<file path="src/rtl/isqrt_seq.sv">
// isqrt_seq: sequential integer square root, restoring digit-by-digit method.
// Produces one root bit per clock; Root/Remainder are valid while Ack=1.
// Optional build macro ISQRT_ROUND_EN adds a ROUND state so that Root is
// round-half-up(sqrt(Operand)), saturated at all-ones. This adds one cycle of latency.
module isqrt_seq #(
  parameter int WIDTH = 16
) (
  input  logic               Clk,
  input  logic               Reset,
  input  logic               Start,
  input  logic [WIDTH-1:0]   Operand,
  output logic [WIDTH/2-1:0] Root,
  output logic [WIDTH/2:0]   Remainder,
  output logic               Busy,
  output logic               Ack
);

  localparam int RW = WIDTH / 2;
  localparam int CW = $clog2(RW + 1);

  typedef enum logic [1:0] {
    S_IDLE  = 2'd0,
    S_RUN   = 2'd1,
    S_DONE  = 2'd2,
    S_ROUND = 2'd3
  } state_t;

  state_t          state_q, state_d;
  logic [WIDTH-1:0] op_q, op_d;
  logic [RW+1:0]    rem_q, rem_d;
  logic [RW-1:0]    root_q, root_d;
  logic [CW-1:0]    cnt_q, cnt_d;
  logic [RW-1:0]    root_out_q, root_out_d;
  logic [RW:0]      rem_out_q, rem_out_d;
  logic [RW+1:0]    rem_sh;
  logic [RW+1:0]    trial;

`ifdef ISQRT_ROUND_EN
  // Round half up: sqrt(N) >= root + 0.5 exactly when rem > root; hold at all-ones.
  function automatic logic [RW-1:0] round_root(input logic [RW-1:0] r,
                                               input logic [RW+1:0] m);
    if ((m > {2'b00, r}) && (r != '1)) return r + 1'b1;
    return r;
  endfunction
`endif

  // State register
  always_ff @(posedge Clk) begin
    if (Reset) state_q <= S_IDLE;
    else       state_q <= state_d;
  end

  // Next-state logic: Start is accepted only in IDLE or DONE
  always_comb begin
    state_d = state_q;
    case (state_q)
      S_IDLE, S_DONE: if (Start) state_d = S_RUN;
      S_RUN: begin
        if (cnt_q == CW'(1)) begin
`ifdef ISQRT_ROUND_EN
          state_d = S_ROUND;
`else
          state_d = S_DONE;
`endif
        end
      end
`ifdef ISQRT_ROUND_EN
      S_ROUND: state_d = S_DONE;
`endif
      default: state_d = S_IDLE;
    endcase
  end

  // Status outputs decoded from the state
  always_comb begin
    Busy = (state_q == S_RUN) || (state_q == S_ROUND);
    Ack  = (state_q == S_DONE);
  end

  // Datapath next values: operand capture, one root bit per RUN cycle, result latch
  always_comb begin
    op_d       = op_q;
    rem_d      = rem_q;
    root_d     = root_q;
    cnt_d      = cnt_q;
    root_out_d = root_out_q;
    rem_out_d  = rem_out_q;
    rem_sh     = (rem_q << 2) | {{RW{1'b0}}, op_q[WIDTH-1:WIDTH-2]};
    trial      = {root_q, 2'b01};
    case (state_q)
      S_IDLE, S_DONE: begin
        if (Start) begin
          op_d   = Operand;
          rem_d  = '0;
          root_d = '0;
          cnt_d  = CW'(RW);
        end
      end
      S_RUN: begin
        op_d  = {op_q[WIDTH-3:0], 2'b00};
        cnt_d = cnt_q - 1'b1;
        if (rem_sh >= trial) begin
          rem_d  = rem_sh - trial;
          root_d = {root_q[RW-2:0], 1'b1};
        end else begin
          rem_d  = rem_sh;
          root_d = {root_q[RW-2:0], 1'b0};
        end
`ifndef ISQRT_ROUND_EN
        if (cnt_q == CW'(1)) begin
          root_out_d = root_d;
          rem_out_d  = rem_d[RW:0];
        end
`endif
      end
`ifdef ISQRT_ROUND_EN
      S_ROUND: begin
        root_out_d = round_root(root_q, rem_q);
        rem_out_d  = rem_q[RW:0];
      end
`endif
      default: ;
    endcase
  end

  // Datapath registers, all cleared by reset
  always_ff @(posedge Clk) begin
    if (Reset) begin
      op_q       <= '0;
      rem_q      <= '0;
      root_q     <= '0;
      cnt_q      <= '0;
      root_out_q <= '0;
      rem_out_q  <= '0;
    end else begin
      op_q       <= op_d;
      rem_q      <= rem_d;
      root_q     <= root_d;
      cnt_q      <= cnt_d;
      root_out_q <= root_out_d;
      rem_out_q  <= rem_out_d;
    end
  end

  assign Root      = root_out_q;
  assign Remainder = rem_out_q;

endmodule

</file>
<file path="config.mk">
export PLATFORM = sky130hd
export DESIGN_NAME = isqrt_seq
export DESIGN_NICKNAME = d
export VERILOG_FILES = /design/src/rtl/isqrt_seq.sv
export SDC_FILE = /design/constraint.sdc
export NUM_CORES = 1
export LEC_CHECK = 0
export CAP_MARGIN = 20
export CORE_UTILIZATION = 54
export DETAILED_ROUTE_END_ITERATION = 12
export GPL_TIMING_DRIVEN = 0
export PLACE_DENSITY = 0.82
export SYNTH_ARGS = -nofsm -noshare
export SYNTH_HDL_FRONTEND = slang
export SYNTH_SLANG_ARGS = --single-unit
</file>
<file path="constraint.sdc">
create_clock -name Clk -period 2.8 [get_ports Clk]
set_clock_uncertainty 0.15 [all_clocks]
set_input_delay 0.84 -clock Clk [delete_from_list [all_inputs] [get_ports Clk]]
set_output_delay 0.84 -clock Clk [all_outputs]
set_load 0.02 [all_outputs]
</file>
* After elaboration in Yosys (flattened, before gate mapping)
Cells that the tools add are included.
** Storage, ports and cells
- Register bits after elaboration :: 55
- Bits of input ports :: 19
- Output and inout port bits :: 19
** Operators by class
- Add/sub/neg operators :: 2
- $lt $le $gt $ge :: 1
- Eq/ne operators :: 6
- Mux-type cells :: 13
- Bitwise gates (word level) :: 1
- Reduce and logical (&&, ||, !) cells :: 7
** Operators by type and width (count)
- one-hot mux 16 bit (2 select lines) :: 1
- one-hot mux 8 bit (2 select lines) :: 2
- 2-to-1 mux 16 bit :: 1
- 2-to-1 mux 8 bit :: 2
- greater-or-equal comparator 10 bit :: 1
- bitwise OR 10 x 2 -> 10 bit :: 1
- 2-to-1 mux 9 bit :: 1
- subtractor 9 bit :: 1
- one-hot mux 4 bit (2 select lines) :: 1
- AND reduction 2 bit :: 3
- equality test 2 bit (second input constant) :: 2
- equality test 4 x 1 -> 1 bit (second input constant) :: 1
- 2-to-1 mux 2 bit :: 2
- 2-to-1 mux 4 bit :: 1
- one-hot mux 2 bit (2 select lines) :: 1
- subtractor 4 x 1 -> 4 bit (second input constant) :: 1
- equality test 2 x 1 -> 1 bit (second input constant) :: 1
- zero test 2 bit :: 1
- inequality test 2 x 1 -> 1 bit (second input constant) :: 1
- inequality test 2 bit (second input constant) :: 1
- nonzero test 2 bit :: 1
- OR reduction 2 bit :: 1
- logical OR 1 bit :: 1
- 2-to-1 mux 1 bit :: 1

* Logic depth before layout (Yosys ltp)
Gate-level depths: netlist of the first run.
- Depth in word-level cells :: 4
- Mapped depth :: 10

* Worst setup path before layout of the first run
OpenSTA, ideal clock, no wires.
- Kind :: flip-flop to flip-flop
- From :: reg root_q[0]
- To :: reg rem_out_q[0], in the netlist Remainder[0]
- Setup time :: 122 ps
- Arrival :: 2071 ps
- Required time :: 2528 ps
- Path slack :: 457 ps
- Stages on the path, launching flop included :: 10
- Path through :: dfxtp_1 -> inv_1 -> ha_1 -> nor2b_4 -> o311a_4 -> o31ai_4 -> and2_1 -> buf_6 -> nor4_1 -> a311o_1
** Between the ends
- Longest elaborated chain between the ends :: 2
** Ends and longest elaborated chain
- start, declared :: line 31 : logic [RW-1:0] root_q, root_d;
- start signal, assigned :: line 138 : root_q <= root_d;
- greater-or-equal comparator 10 bit :: line 102 : if (rem_sh >= trial) begin
- 2-to-1 mux 9 bit :: line 102
- end signal, assigned :: line 141 : rem_out_q <= rem_out_d;
- end, declared :: line 34 : logic [RW:0] rem_out_q, rem_out_d;
No other way between the ends.
A chain may end at the register's enable or synchronous reset.

* Worst setup path in the final report of the first run
- From :: reg root_q[3]
- To :: reg rem_out_q[3], in the netlist Remainder[3]
Same word-level chain as after synthesis.

==> results of run 1 <==
[timing repair]
item	4_1_cts	5_1_grt
buffers inserted	0	3
setup endpoints to repair	0	4
resized for setup	0	3
[power breakdown]
part           switching (W)  internal, W  leakage, nW
Clock               0.000276     0.000180       0.0485
Combinational        0.00109     0.000830        0.620
Sequential         0.0000739     0.000871        0.448
Total                0.00144      0.00188         1.12
[sequential cells by signal, indices dropped and copies added, names as in the netlist]
name / flops
Remainder: 9
Root: 8
cnt_q: 4
op_q: 16
rem_q: 8
root_q: 8
state_q: 2
[final cells by class]
cell class                 count  share of cell area [%]
clock buffer                   5                    2.20
timing repair buffer          40                    12.6
clock inverter                 3                   0.721
inverter                      13                    1.56
sequential                    55                    35.2
multi-input combinational    217                    43.2
buffer                        17                    2.40
tap                           52                    2.08
[path summary, 6_finish.rpt]
kind | end | slack, ns | depth (start not counted)
setup / recovery | Remainder[3]$_SDFFE_PP0P_ | 0.18 | 9
hold / removal | Root[5]$_SDFFE_PP0P_ | 0.31 | 2
setup reg to reg | Remainder[3]$_SDFFE_PP0P_ | 0.18 | 9
hold reg to reg | Root[5]$_SDFFE_PP0P_ | 0.31 | 2
[placed cells by master (no fill, tap or decap), types with 2 or more instances in the layout]
cell type | Yosys | routed
nand2b_1 | 3 | 3
a211oi_1 | 4 | 4
nor3_1 | 5 | 5
inv_1 | 13 | 13
a311o_1 | 2 | 2
o211ai_1 | 3 | 3
nand3_1 | 6 | 6
a22oi_1 | 24 | 24
nor2_1 | 29 | 29
clkbuf_8 | 0 | 5
nor2b_1 | 3 | 3
o21ai_0 | 8 | 7
xor2_1 | 2 | 2
buf_1 | 3 | 3
o21ai_1 | 2 | 3
a22o_1 | 2 | 2
dfxtp_1 | 55 | 55
nor4_1 | 6 | 6
ha_1 | 12 | 11
or3_1 | 4 | 4
o21a_1 | 2 | 2
clkdlybuf4s50_1 | 0 | 37
nand2_1 | 40 | 39
mux2i_1 | 2 | 2
o31a_1 | 2 | 2
buf_4 | 1 | 4
xnor2_1 | 2 | 2
a211oi_2 | 2 | 2
a21oi_1 | 34 | 34
clkbuf_1 | 12 | 12
[worst max-delay path, stage by stage, from the launching register on]
cell and delay [ns]:
dfxtp_1 0.41, inv_1 0.09, ha_1 0.37, nand4_1 0.12, o211ai_1 0.20, o211ai_1 0.30, and2_1 0.25, buf_6 0.14
o31a_1 0.33, a211oi_2 0.17
[cell families after synthesis]
group | after synthesis
compound gates | 96
xor+xnor | 4
fa+ha+maj | 12
buf+inv | 30
flops | 55
mux | 2
simple gates | 103
[through the flow]
step / util (%) / setup TNS (ns)
floorplan: - / 0
global placement: 67.2 / -0.0128
detailed placement: 67.2 / -0.279
CTS: 69.2 / 0
global route: 69.9 / -0.00578
finish: 69.9 / 0
[metal layers]
layer  wire length, um  global-route usage [%]  share of wire (%)
met1              2830                    34.6                 45
met2              2890                    41.3                 46
met3               395                    4.99                6.3
met4               109                    8.00                1.8
met5                 0                       0                  0
==> summary.txt, run 1 <==
Logic synthesis
  • Dominant cells by area after synthesis: dfxtp_1 43%, a22oi_1 7.0%, a21oi_1 6.6%
  • Post-synthesis simple-gate area fraction: 18.3%
  • Yosys warns: 0
  • Main combinational cell family by area after synthesis: compound AO/OA/AOI/OAI gates
  • Seq cells post-synth: 55
  • Post-synth EDFFs: 0
  • Synth area leader: dfxtp_1
  • Synthesized area per cell: between 8 and 9 um^2
  • Synth Net Count: ~330
  • Synthesized area: 0.00257 mm^2
  • Synth Area in Compound Gates: 26.1%
  • Most frequent cells after synthesis: 55 x dfxtp_1, 40 x nand2_1, 34 x a21oi_1
  • Post-synth ARST share: 0%
  • Post-Synth XOR/XNOR Area: 1.36%
  • Post-synth top area share: 42.8%
  • Most common cell in the netlist: dfxtp_1
  • Most used DFF post-synth: dfxtp_1
  • Mux share of post-synthesis cell area: 0.779%
  • Post-Synth Adder-Cell Area: between 5 and 6%
  • Cell count after synthesis: 302
  • Seq/Total Area, Yosys: a little over two fifths
  • Unique masters post-synth: 47

Final layout
  • Number of fill cells: 391
  • Area growth from synthesis to layout: 21.6%
  • Final #Nets: between 300 and 400
  • Ratio of cells with drive above 1 in the final layout: 6.57%
  • Final Instance Count excl. Fillers: 402
  • Register area: 0.00110 mm^2
  • Multi-input logic area: 0.00135 mm^2
  • Final instance area: between 0.003 and 0.004 mm^2
  • ANT cells: 0

STA
  • Fmax: 382 MHz
  • Hold Fails Final Rpt: 0
  • Hold slack: ~0.3 ns
  • Post-route minimum period: 2.62 ns
  • Final setup violating endpoints: 0
  • Worst relative slew slack: 30.1%
  • Worst-Margin Slew: 1.04 ns
  • Fin worst setup slack: 0.183 ns
  • Max Slew Vio Count: 0
  • Period utilization: 93.5%

Die
  • I/O pins: 38
  • Initial Utilization: 57.5%
  • DIE HEIGHT: slightly above 70 um
  • FP Rows: 24
  • Die area: ~0.0050 mm^2
  • Core Footprint: 0.00447 mm^2
  • Die width: 71.0 um

GRT
  • Pin count of the biggest net entering global routing: 19
  • Gr usage total: around 26%
  • Vias in the first global route: 2,173
  • Antenna violations before repair: 0
  • First-pass GRT wire length: 10000 um
  • Grt ovf: 0

Drt
  • DR DRC count: 0
  • Avg WL per Cell: 15.5 um
  • DRT antenna net count: 0
  • Routed vias/inst: between 5 and 6
  • Drt first pass iters: 6
  • Detailed Route WL: 6230 um
  • Initial DRC count: roughly 170
  • DR vias: 2,374

Critical path
  • Worst setup EP type: flop
  • Reg-to-reg startpoint: root_q[3]$_SDFFE_PP0P_
  • CP Launch Type: flop
  • Setup CP Type: flop to flop
  • Worst endpoint data arrival time: 2.71 ns
  • Critical Path Fanout Max: 10
  • Worst EP required: 2.89 ns
  • Worst Setup SP: root_q[3]$_SDFFE_PP0P_

Clock tree
  • Hold buffers post-CTS: 0
  • H-tree depth: 2
  • Worst-path clk slew: 0.10 ns
  • CTS tree: yes
  • Root buf cell: clkbuf_8
  • CTS sink count: 55
  • TritonCTS Buffers: 5
  • Clk Latency, worst-skew pair: 0.31 ns
  • Maximum clock path buffer count: 2

Power and ir drop
  • Leak: 1.12 nW
  • Worst vdd ir: 0.000832 V
  • Total Power: 0.00332 W
  • PwrDens: about 1100 mW/mm^2

Run status
  • Status: finished, final reports clean

Worst hold path
  • Hold path start: Root[5]$_SDFFE_PP0P_
  • Hold/Removal Path Class: flop to flop

Placed design
  • Final GP Congestion: 0.884
  • HPWL after DPL: 4530 um
  • Dpl cell area: 0.00301 mm^2
  • Placed Instances: 391
  • I/O Buffers: 37
  • Pre-CTS setup slack: -0.0581 ns

Run
  • Max-Cap Viols: 0
(Power assumes the default switching activity.)
==> run 2: changes to the inputs <==
--- a/config.mk
+++ b/config.mk
@@ -6,10 +6,12 @@
 export NUM_CORES = 1
 export LEC_CHECK = 0
 export CAP_MARGIN = 20
-export CORE_UTILIZATION = 54
+export CORE_UTILIZATION = 62
+export CTS_CLUSTER_SIZE = 24
 export DETAILED_ROUTE_END_ITERATION = 12
+export DONT_BUFFER_PORTS = 1
 export GPL_TIMING_DRIVEN = 0
-export PLACE_DENSITY = 0.82
+export PLACE_DENSITY = 0.8
 export SYNTH_ARGS = -nofsm -noshare
 export SYNTH_HDL_FRONTEND = slang
 export SYNTH_SLANG_ARGS = --single-unit
==> summary.txt, run 2 (synthesized netlist as in run 1, its figures left out) <==
Critical path
  • CP Launch Type: flop
  • Critical Path Fanout Max: 10 (unchanged)
  • Worst setup EP type: flop
  • Worst path buffer plus inverter count: 2 (unchanged)
  • Setup CP Type: flop to flop
  • Critical Path, Cell by Cell: inv_1 > ha_1 > nor2b_4 > o311a_4 > o31ai_4 > and2_1 > buf_6 > o21ai_0 > a22o_1
  • Worst Setup SP: root_q[0]$_SDFFE_PP0P_
  • Worst endpoint data arrival time: 2.74 ns (+0.03 ns)
  • Worst EP required: 2.87 ns (-0.02 ns)
  • Crit path largest cell delay: 0.39 ns (-0.02 ns)
  • Reg-to-reg startpoint: root_q[0]$_SDFFE_PP0P_
  • CP top delay family: compound AO/OA/AOI/OAI gates
  • Slowest cell on crit path: dfxtp_1

Clock tree
  • Post-CTS Setup Repair Bufs: 0 (unchanged)
  • Clk Latency, worst-skew pair: 0.31 ns (about the same)
  • CTS sink count: 55 (unchanged)
  • Post_cts resized: 0 (unchanged)
  • Hold buffers post-CTS: 0 (unchanged)
  • H-tree depth: 2 (unchanged)
  • Root buf cell: clkbuf_8
  • Maximum clock path buffer count: 2 (unchanged)
  • TritonCTS Buffers: 5 (unchanged)
  • CTS tree: yes
  • Worst-path clk slew: 0.10 ns (about the same)

Final layout
  • Most frequent cells in the layout: 55 x dfxtp_1, 40 x nand2_1, 34 x a21oi_1
  • Max reg flops: 16 (unchanged)
  • Register area: 0.00110 mm^2 (unchanged)
  • Number of fill cells: 354 (-9.5%)
  • Final Instance Count excl. Fillers: 360 (-10%)
  • ANT cells: 0 (unchanged)
  • Most common cell after layout, fill and taps aside: dfxtp_1
  • Multi-input logic area: 0.00135 mm^2 (-0.28%)
  • Ratio of cells with drive above 1 in the final layout: 5.81% (-0.76 points)
  • Largest Register: op_q
  • Area growth from synthesis to layout: 6.03%
  • Final #Nets: 340 (-11%)

Die
  • FP Rows: 23 (-4.2%)
  • Initial Utilization: 64.3% (+6.8 points)
  • Die width: 66.4 um (-6.5%)
  • DIE HEIGHT: 66.4 um (-6.5%)
  • Core Footprint: 0.00400 mm^2 (-11%)
  • Die area: 0.00441 mm^2 (-13%)
  • I/O pins: 38 (unchanged)

STA
  • Hold Fails Final Rpt: 0 (unchanged)
  • Period utilization: 95.5% (+2.0 points)
  • Fmax: 374 MHz (-2.1%)
  • Worst relative slew slack: 36.1% (+6.0 points)
  • RSZ-0062 raised after global routing: no
  • TNS Setup: 0 ns (unchanged)
  • Final setup violating endpoints: 0 (unchanged)
  • Post-route minimum period: 2.67 ns (+0.0561 ns)
  • Worst-Margin Slew: 0.951 ns (-0.0899 ns)
  • Max Slew Vio Count: 0 (unchanged)

Run
  • Max-Cap Viols: 0 (unchanged)

Placed design
  • HPWL after DPL: 4190 um (-7.4%)
  • Final GP Congestion: 0.939 (+6.3%)
  • I/O Buffers: 0 (-100%)
  • Placed Instances: 352 (-10%)

Worst hold path
  • Hold path start: op_q[11]$_SDFFE_PP0P_
  • Hold/Removal Path Class: flop to flop

Drt
  • Met3 wire length: 360 um (-8.9%)
  • Top layer in use: met4
  • Met2 wire length: 2710 um (-6.2%)
  • Routed vias/inst: 6.15 (+4.2%)
  • Drt first pass iters: 4 (-2)
  • DR DRC count: 0 (unchanged)
  • DR vias: 2,215 (-6.7%)
  • DRT antenna net count: 0 (unchanged)
  • Metal-1 WL: 2740 um (-3.4%)
  • Detailed Route WL: 5880 um (-5.6%)
  • Avg WL per Cell: 16.3 um (+5.5%)
  • Initial DRC count: 186 (+12%)

Power and ir drop
  • Worst vdd ir: 0.000783 V (-5.9%)
  • Leak: 0.969 nW (-13%)
  • PwrDens: 1140 mW/mm^2 (+7.7%)

GRT
  • First-pass GRT wire length: 9320 um (-6.8%)
  • Gr usage total: 28.4% (+2.9 points)
  • Grt ovf: 0 (unchanged)
  • Antenna violations before repair: 0 (unchanged)
  • Vias in the first global route: 1,909 (-12%)
  • Pin count of the biggest net entering global routing: 19 (unchanged)

Run status
  • Status: finished, final reports clean
==> run 2: worst reg2reg max path, delay by kind of cell (launching register included) <==
| family | cells | cell delay, ns |
|---|---|---|
| adders and majority gates | 1 | 0.34 |
| buffers and inverters | 2 | 0.22 |
| and+or+nand+nor | 2 | 0.36 |
| DFF | 1 | 0.39 |
| AOI/OAI and AO/OA | 4 | 1.12 |
==> run 2: path summary, 6_finish.rpt <==
| path | endpoint | slack, ns | cells after the start |
|---|---|---|---|
| setup / recovery | rem_q[5]$_SDFFE_PP0P_ | 0.13 | 9 |
| hold / removal | op_q[11]$_SDFFE_PP0P_ | 0.31 | 2 |
| setup reg to reg | rem_q[5]$_SDFFE_PP0P_ | 0.13 | 9 |
| hold reg to reg | op_q[11]$_SDFFE_PP0P_ | 0.31 | 2 |
==> run 2: per-layer routing <==
layer | up-vias | GRT usage (%)
met1 | 1044 | 39.6
met3 | 9 | 6.55
met2 | 60 | 43.0
li1 | 1102 | -
met4 | 0 | 9.04
met5 | - | 0
==> run 2: final cells by class <==
cell class / count / share of cell area, %
Clock inverter: 3 / 0.826
Clock buffer: 5 / 2.52
Inverter: 13 / 1.79
Multi-Input combinational cell: 217 / 49.4
Tap cell: 50 / 2.29
Sequential cell: 55 / 40.4
Buffer: 17 / 2.75
==> run 2: report_power, final <==
part	internal (W)	switching, W
combinational	0.000703	0.00100
sequential	0.000871	0.0000825
clock	0.000180	0.000276
total	0.00175	0.00136
==> run 2: metrics by stage <==
stage	cell area (um^2)	setup slack [ns]	utilization (%)	hold slack (ns)	power [W]
detailed placement	2630	0.162	65.8	0.297	0.00260
global placement	2630	0.142	65.8	0.292	0.00258
finish	2730	0.127	68.2	0.313	0.00312
floorplan	2570	0.457	-	0.280	0.00227
global route	2730	0.0324	68.2	0.341	0.00333
CTS	2730	0.131	68.1	0.311	0.00307
==> run 3: changes to the inputs <==
--- a/config.mk
+++ b/config.mk
@@ -6,7 +6,9 @@
 export NUM_CORES = 1
 export LEC_CHECK = 0
 export CAP_MARGIN = 20
-export CORE_UTILIZATION = 62
+export CELL_PAD_IN_SITES_DETAIL_PLACEMENT = 0
+export CELL_PAD_IN_SITES_GLOBAL_PLACEMENT = 1
+export CORE_UTILIZATION = 47
 export CTS_CLUSTER_SIZE = 24
 export DETAILED_ROUTE_END_ITERATION = 12
 export DONT_BUFFER_PORTS = 1
==> constraint.sdc (replaced) <==
create_clock -name Clk -period 2.8 [get_ports Clk]
set_clock_uncertainty 0.15 [all_clocks]
set_input_delay 0.84 -clock Clk [delete_from_list [all_inputs] [get_ports Clk]]
set_output_delay 0.84 -clock Clk [all_outputs]
set_load 0.05 [all_outputs]
==> summary.txt, run 3 (synthesized netlist as in run 1, its figures left out) <==
Critical path
  • CP top delay family: compound AO/OA/AOI/OAI gates
  • Worst path buffer plus inverter count: 2 (unchanged)
  • Reg2Reg Depth: 9 (unchanged)
  • Worst endpoint data arrival time: 2.68 ns (-0.06 ns)
  • Setup CP Type: flop to flop
  • Worst setup EP type: flop
  • Worst path depth: 9 (unchanged)
  • R2r endpoint: rem_q[5]$_SDFFE_PP0P_
  • Reg-to-reg startpoint: root_q[0]$_SDFFE_PP0P_
  • CP Launch Type: flop
  • Slowest cell on crit path: dfxtp_1
  • Crit path largest cell delay: 0.40 ns (about the same)
  • Critical Path Fanout Max: 10 (unchanged)
  • Worst EP required: 2.86 ns (about the same)
  • Worst Setup SP: root_q[0]$_SDFFE_PP0P_
  • Critical Path, Cell by Cell: inv_1 > ha_1 > nor2b_4 > o311a_4 > o31ai_4 > and2_1 > buf_6 > o21ai_0 > a22o_1
  • Worst setup path end: rem_q[5]$_SDFFE_PP0P_
  • R2R Setup Slk: 0.18 ns (+0.06 ns)

Drt
  • DR vias: 2,184 (-1.4%)
  • Routed vias/inst: 5.70 (-7.3%)
  • DRT antenna net count: 0 (unchanged)
  • Initial DRC count: 141 (-24%)
  • Avg WL per Cell: 15.9 um (-2.5%)
  • Drt first pass iters: 4 (unchanged)
  • DR DRC count: 0 (unchanged)
  • Detailed Route WL: 6100 um (+3.7%)

Final layout
  • Number of fill cells: 499 (+41%)
  • Most common cell after layout, fill and taps aside: dfxtp_1
  • Final #Nets: 343 (+0.88%)
  • Final Instance Count excl. Fillers: 383 (+6.4%)
  • Most frequent cells in the layout: 55 x dfxtp_1, 39 x nand2_1, 34 x a21oi_1
  • ANT cells: 0 (unchanged)
  • Multi-input logic area: 0.00135 mm^2 (about the same)
  • Area growth from synthesis to layout: 8.71%
  • Largest Register: op_q
  • Max reg flops: 16 (unchanged)
  • Register area: 0.00110 mm^2 (unchanged)
  • Ratio of cells with drive above 1 in the final layout: 6.71% (+0.90 points)

Placed design
  • HPWL after DPL: 4420 um (+5.3%)
  • I/O Buffers: 0 (unchanged)
  • Final GP Congestion: 0.821 (-13%)
  • Placed Instances: 372 (+5.7%)

STA
  • Hold slack: 0.311 ns (-0.00269 ns)
  • Period utilization: 93.5% (-2.0 points)
  • Final setup violating endpoints: 0 (unchanged)
  • RSZ-0062 raised after global routing: no
  • Post-route minimum period: 2.62 ns (-0.0560 ns)
  • Worst relative slew slack: 32.0% (-4.2 points)
  • Max Slew Vio Count: 0 (unchanged)
  • TNS Setup: 0 ns (unchanged)
  • Worst-Margin Slew: 1.01 ns (+0.0622 ns)
  • Hold Fails Final Rpt: 0 (unchanged)
  • Fmax: 382 MHz (+2.1%)

Clock tree
  • H-tree depth: 2 (unchanged)
  • TritonCTS Buffers: 5 (unchanged)
  • Hold buffers post-CTS: 0 (unchanged)
  • CTS tree: yes
  • Root buf cell: clkbuf_8
  • Worst-path clk slew: 0.09 ns (about the same)
  • Clk Latency, worst-skew pair: 0.31 ns (about the same)
  • Maximum clock path buffer count: 2 (unchanged)
  • CTS sink count: 55 (unchanged)

Run status
  • Status: finished, final reports clean

GRT
  • Pin count of the biggest net entering global routing: 18 (-1)
  • First-pass GRT wire length: 10,200 um (+9.5%)
  • Grt ovf: 0 (unchanged)
  • Vias in the first global route: 2,082 (+9.1%)
  • Antenna violations before repair: 0 (unchanged)
  • Gr usage total: 22.3% (-6.1 points)

Worst hold path
  • Hold path cells: 2 (unchanged)
  • Hold/Removal Path Class: flop to flop

Power and ir drop
  • Leak: 0.989 nW (+2.1%)
  • Worst vdd ir: 0.000940 V (+20%)
  • PwrDens: 1210 mW/mm^2 (+5.6%)

Die
  • Initial Utilization: 49.7% (-15 points)
  • DIE HEIGHT: 76.0 um (+14%)
  • Die width: 76.0 um (+14%)
  • I/O pins: 38 (unchanged)
  • Core Footprint: 0.00517 mm^2 (+29%)
  • Die area: 0.00577 mm^2 (+31%)
  • FP Rows: 26 (+13%)

Run
  • Max-Cap Viols: 0 (unchanged)
run 3: how the worst min path moves through the flow:
stage,start,to,slack [ns]
3_5_place_dp,rem_q[7]$_SDFFE_PP0P_,rem_q[7]$_SDFFE_PP0P_,0.30
6_report,rem_q[7]$_SDFFE_PP0P_,rem_q[7]$_SDFFE_PP0P_,0.31
2_1_floorplan,rem_q[7]$_SDFFE_PP0P_,rem_q[7]$_SDFFE_PP0P_,0.28
4_1_cts,rem_q[7]$_SDFFE_PP0P_,rem_q[7]$_SDFFE_PP0P_,0.31
3_3_place_gp,op_q[13]$_SDFFE_PP0P_,op_q[13]$_SDFFE_PP0P_,0.29
5_1_grt,op_q[6]$_SDFFE_PP0P_,op_q[6]$_SDFFE_PP0P_,0.34
run 3: layer usage:
layer / track usage (%) / vias to the layer above / part of all wire (%)
li1: - / 1105 / -
met5: 0 / - / 0
met3: 4.70 / 11 / 4.5
met1: 31.8 / 1011 / 51
met4: 6.92 / 0 / 1.4
met2: 33.5 / 57 / 43
run 3: what timing repair did:
| action | 4_1_cts | 5_1_grt |
|---|---|---|
| buffers inserted | 0 | 3 |
| endpoints found under the hold margin | 0 | 0 |
| resized for setup | 0 | 1 |
| endpoints found under the setup margin | 0 | 4 |
run 3: worst register-to-register path: cells and delay by family (launching register included):
family,cells,cell delay [ns]
adders and majority gates,1,0.34
AOI/OAI and AO/OA,4,1.07
buffers and inverters,2,0.23
DFF,1,0.40
and+or+nand+nor,2,0.34
run 3: area by class of cell:
cell class / count / area share (%)
Multi-Input combinational cell: 217 / 48.3
Sequential cell: 55 / 39.4
Buffer: 17 / 2.69
Tap cell: 70 / 3.13
Timing Repair Buffer: 3 / 0.806
Inverter: 13 / 1.75
Clock inverter: 2 / 1.39
Clock buffer: 6 / 2.60
run 3: through the flow:
stage	setup slack, ns	utilization [%]	cell area [um^2]	total power, W
2_1_floorplan	0.457	-	2570	0.00229
3_3_place_gp	0.160	51.4	2660	0.00269
3_5_place_dp	0.177	51.4	2660	0.00268
4_1_cts	0.151	53.6	2770	0.00323
5_1_grt	0.00589	54.0	2800	0.00360
6_report	0.183	54.0	2800	0.00338
run 3: power breakdown:
group,leakage (nW),internal (W),total [W],switching (W)
registers,0.448,0.000871,0.000970,0.0000999
logic,0.485,0.000791,0.00187,0.00108
clock network,0.0558,0.000271,0.000533,0.000262
total,0.989,0.00193,0.00338,0.00144
